<file path="config.mk">
export PLATFORM = sky130hd
export DESIGN_NAME = regfile_32x64
export DESIGN_NICKNAME = d
export VERILOG_FILES = /design/src/rtl/regfile_32x64.sv
export SDC_FILE = /design/constraint.sdc
export NUM_CORES = 2
export LEC_CHECK = 0
export CORE_MARGIN = 2
export CORE_UTILIZATION = 65
export DETAILED_ROUTE_END_ITERATION = 8
export GPL_ROUTABILITY_DRIVEN = 0
export PLACE_DENSITY = 0.8
export SLEW_MARGIN = 20
export SYNTH_ARGS = -nofsm -noshare
export SYNTH_HDL_FRONTEND = slang
export SYNTH_SLANG_ARGS = --single-unit
export TNS_END_PERCENT = 1
</file>
<file path="constraint.sdc">
create_clock -name clk -period 6.4 [get_ports clk]
set_clock_uncertainty 0.15 [all_clocks]
set_input_delay 1.28 -clock clk [delete_from_list [all_inputs] [get_ports clk]]
set_output_delay 1.28 -clock clk [all_outputs]
set_load 0.02 [all_outputs]
</file>
<file path="src/rtl/regfile_32x64.sv">
// 32 x 64-bit register file with a hardwired-zero register and two combinational read ports.
// The write-enable is a two-level enabled decoder tree; BYPASS selects write-through reads.
module regfile_32x64 #(
   parameter int NREG     = 32,
   parameter int WIDTH    = 64,
   parameter int ZERO_REG = 31,
   parameter bit BYPASS   = 1'b0,
   localparam int AW      = $clog2(NREG)
) (
   input  logic             clk,
   input  logic             reset,
   input  logic             RegWrite,
   input  logic [AW-1:0]    WriteRegister,
   input  logic [WIDTH-1:0] WriteData,
   input  logic [AW-1:0]    ReadRegister1,
   input  logic [AW-1:0]    ReadRegister2,
   output logic [WIDTH-1:0] ReadData1,
   output logic [WIDTH-1:0] ReadData2
);

   localparam int LOW_W = (AW > 3) ? 3 : 1;
   localparam int TOP_W = AW - LOW_W;
   localparam int TOP_N = 1 << TOP_W;
   localparam int LOW_N = 1 << LOW_W;
   localparam logic [AW-1:0] ZADDR = AW'(ZERO_REG);

   logic [TOP_N-1:0] w_top_en;
   logic [NREG-1:0]  w_wen;
   logic [WIDTH-1:0] r_regs [NREG];

   // AND-gating (not a mux) keeps enables at 0 when RegWrite=0 even if the address is X.
   genvar gi, gj;
   generate
      for (gi = 0; gi < TOP_N; gi++) begin : g_top
         assign w_top_en[gi] = RegWrite & (WriteRegister[AW-1:LOW_W] == TOP_W'(gi));
         for (gj = 0; gj < LOW_N; gj++) begin : g_low
            assign w_wen[gi*LOW_N + gj] = w_top_en[gi] & (WriteRegister[LOW_W-1:0] == LOW_W'(gj));
         end
      end
   endgenerate

   always_ff @(posedge clk) begin
      if (reset) begin
         for (int i = 0; i < NREG; i++) begin
            r_regs[i] <= '0;
         end
      end else begin
         for (int i = 0; i < NREG; i++) begin
            if (i != ZERO_REG && w_wen[i]) begin
               r_regs[i] <= WriteData;
            end
         end
      end
   end

   // The zero-register override comes last so it also beats the bypass path.
   generate
      for (gi = 0; gi < 2; gi++) begin : g_rd
         logic [AW-1:0]    w_addr;
         logic [WIDTH-1:0] w_data;
         assign w_addr = (gi == 0) ? ReadRegister1 : ReadRegister2;
         always_comb begin
            w_data = r_regs[w_addr];
            if (BYPASS && RegWrite && (WriteRegister == w_addr)) begin
               w_data = WriteData;
            end
            if (w_addr == ZADDR) begin
               w_data = '0;
            end
         end
      end
   endgenerate

   assign ReadData1 = g_rd[0].w_data;
   assign ReadData2 = g_rd[1].w_data;

endmodule

</file>
==> flow_results.org <==
** Run status
- Outcome :: complete, no violations

** Critical path
- At the worst endpoint, the arrival time is 4.28 ns.
- Cell with the largest stage delay on the worst path :: nand4_1
- The critical path is of the primary input to primary output type.
- Element type at the critical path end :: primary output
- At the worst endpoint, the required time is 4.97 ns.
- Of all nets on the critical path, the largest fanout is 36.
- STA classifies the critical path startpoint as a primary input.
- Critical Path Max Stage Delay :: approximately 0.80 ns
- Most frequent cell on the critical path :: buf_4
- Top cell family by delay on the critical path :: buffers and inverters
- Buffers plus inverters on the worst setup path :: 4
- Critical-path cell list :: buf_8 -> buf_4 -> nand4_1 -> buf_4 -> o211ai_1 -> o221a_2 -> a21oi_1 -> clkdlybuf4s50_1

** Placement
- Post-DP HPWL :: between 150000 and 200000 microns
- Port Buf Inserts :: 209

** Route
- Drt total wl :: 319000 microns
- Before antenna repair, the detailed router went through 7 iterations.
- Number of violations reported at the end of detailed-routing iteration 0 :: between 10000 and 15000
- Number of vias per cell after detailed routing :: ~8
- Average wire per standard cell :: around 40 microns
- # DRC :: 0
- The count of nets left with antenna violations once routing finished came out at 0.
- Total vias in the final route :: roughly 63000

** Timing
- Relative slew slack :: ~20%
- Achievable frequency :: approximately 180 MHz
- The clock period could shrink to 5.71 ns.
- Setup repair after global routing missed its margin :: no
- The hold violation total from the final report came to 0.
- Max Transition Viols Final :: 0
- Endpoints failing setup :: 0
- Summed negative setup slack over all endpoints :: 0 ns
- Pin slew with the least headroom to its limit :: 1.21 ns
- Hold is met by 1.24 ns.
- Of the available clock period, the critical path in the final layout requires 89.2%.

** Global route
- Entering global routing, the biggest net connects approximately 110 pins.
- Remaining global-route overflow :: 0
- For this run, the total global-route usage over all layers was measured as between 40% and 50%.
- Via count of the first global-routing pass :: about 63000
- The initial antenna violation count was 9.
- The first global-routing pass estimated around 450000 microns of wire.

** Floorplan
- Ports :: 210
- Die height :: 392 microns
- The floorplan step defined a die boundary enclosing ~150000 sq um.
- CORE AREA :: about 150000 sq um
- Core Rows :: 142
- Effective utilization at floorplan :: approximately 65%
- Die outline width :: between 300 and 400 microns

** Cells and area
- Relative area change from synthesis to final layout :: 11.5%
- The filler cells instantiated in the layout total between 8000 and 9000.
- In the final design database the tool counted roughly 5900 nets.
- Commonest non-fill, non-tap cell in the layout :: edfxtp_1
- Register bank with the most flops :: r_regs
- Leaving out fill and tap cells, the most frequent cells in the layout are 1984 x edfxtp_1, 1192 x nor2_1, 1022 x mux4_2.
- Top Registers :: r_regs: 1984 flops
- In the final layout, the multi-input gates occupy roughly 36000 sq um.
- The post-route netlist has about 30% of its cells at a drive strength greater than 1.
- Summing all flip-flop and latch instances after layout gives just under 60000 sq um.
- Max FFs per register :: between 1500 and 2000

** Min path
- The worst hold path belongs to the class primary input to flop.

** Clock tree
- Clock tree synthesis found a total of around 2000 sinks.
- Clock H-tree levels :: 4
- In this run the post-CTS setup repair buffer count came out at 0.
- TritonCTS built the clock tree.
- Total clock buffers created by CTS :: roughly 200
- Hold-fix buffers, CTS :: 0
- CTS Buffer Depth :: 3
- Clock slew at the register clock pins of the worst setup and hold paths :: 0.06 ns
- Cell at the root of the clock tree :: clkbuf_16
- Resize count post-CTS :: 0

** Synthesis
- During synthesis, Yosys emitted a total of 0 warnings.
- Total of flip-flops plus latches after synthesis :: just under 2000
- Averaged over all synthesized cells, the footprint is roughly 17 sq um.
- Most instantiated flip-flop cell in the synthesis netlist :: edfxtp_1
- The mapped netlist covers 97700 sq um.
- After technology mapping, the gate count stands at approximately 5800.
- Fraction of the yosys area taken by sequential cells :: 61.0%
- Post-synthesis net count :: ~5900
- Of all flip-flops after synthesis, the portion carrying an async set or reset was 0%.
- The synthesized netlist contains 33 unique library cells.
- Yosys mapped a number of flops with a built-in enable equal to 1984.

** Power
- Peak supply drop :: between 0.0002 and 0.0003 V
- Summed over all cells, the static leakage comes to ~37 nW.
- Dividing total power by cell area gives a power density of between 200 and 300 nW/um^2.

** Run
- Max-cap violations in this run came to 0.
[path summary, 6_finish.rpt]
check,startpoint,to,slack (ns),cells past startpoint
max,ReadRegister2[0],ReadData2[60],0.69,8
min,WriteData[58],r_regs[5][58]$_SDFFCE_PN0P_,1.24,4
[through the flow]
stage / area (sq um) / instances / util [%] / worst slack [ns] / total power [W]
floorplan: 97700 / 5785 / - / 1.80 / 0.0185
global placement: 103000 / 7592 / 68.6 / 0.828 / 0.0201
detailed placement: 103000 / 7592 / 68.6 / 0.837 / 0.0202
CTS: 109000 / 7957 / 72.8 / 0.772 / 0.0312
global route: 109000 / 7959 / 72.8 / 0.712 / 0.0320
finish: 109000 / 7962 / 72.8 / 0.690 / 0.0314
[layer usage]
| metal | vias up | track usage, % | wire, microns |
|---|---|---|---|
| li1 | 23100 | - | - |
| met1 | 31800 | 55.9 | 97800 |
| met2 | 6965 | 61.8 | 142000 |
| met3 | 1444 | 14.4 | 56500 |
| met4 | 18 | 23.3 | 21800 |
| met5 | - | 0 | 201 |
[area by class of cell]
class,count,area share [%]
tap,2016,2.32
antenna,5,0.0115
timing repair buffer,409,4.25
inverter,94,0.324
sequential,1984,54.7
clock inverter,136,1.04
multi-input combinational,3089,32.7
clock buffer,229,4.62
[cells by family (layout without fill, tap and decap cells)]
family	count (synthesis)	after routing	share of synthesized area, %
AND/OR/NAND/NOR	1345	1345	5.44
buffers and inverters	712	868	2.97
AO/OA/AOI/OAI	330	330	2.85
flip-flops	1984	1984	61.0
other	0	5	0
multiplexers	1414	1414	27.7
[worst min-delay path, stage by stage]
cell and delay (ns):
clkdlybuf4s50_1 0.47, nand2b_1 0.06, buf_4 0.21, nor2_1 0.12
[cell usage after synthesis (2+ instances only)]
| master | instances | share of area (%) |
|---|---|---|
| buf_4 | 4 | 0.031 |
| clkbuf_1 | 353 | 1.4 |
| o211ai_1 | 29 | 0.22 |
| mux2i_1 | 264 | 2.7 |
| buf_1 | 122 | 0.47 |
| edfxtp_1 | 1984 | 61 |
| buf_6 | 6 | 0.069 |
| mux4_2 | 1022 | 24 |
| nand4_1 | 3 | 0.019 |
| nand2b_1 | 84 | 0.54 |
| a21o_1 | 12 | 0.092 |
| a221oi_1 | 29 | 0.26 |
| nor2b_1 | 3 | 0.019 |
| a211o_1 | 35 | 0.31 |
| o221a_2 | 58 | 0.67 |
| nor3b_1 | 4 | 0.031 |
| and3b_1 | 2 | 0.018 |
| or2_2 | 2 | 0.013 |
| o2bb2ai_1 | 98 | 0.88 |
| a21oi_1 | 30 | 0.15 |
| inv_1 | 94 | 0.36 |
| mux2_2 | 128 | 1.5 |
| buf_2 | 133 | 0.68 |
| nor2_1 | 1193 | 4.6 |
| and3_1 | 2 | 0.013 |
| o22ai_1 | 35 | 0.22 |
| nand2_1 | 50 | 0.19 |
[report_power, final]
group | internal, W | leakage (nW) | switching (W) | total, W
Sequential | 0.0153 | 19.0 | 0.000470 | 0.0157
Combinational | 0.00199 | 14.6 | 0.00241 | 0.00440
Clock | 0.00617 | 3.02 | 0.00513 | 0.0113
No activity file was read; power rests on OpenSTA's default activity.
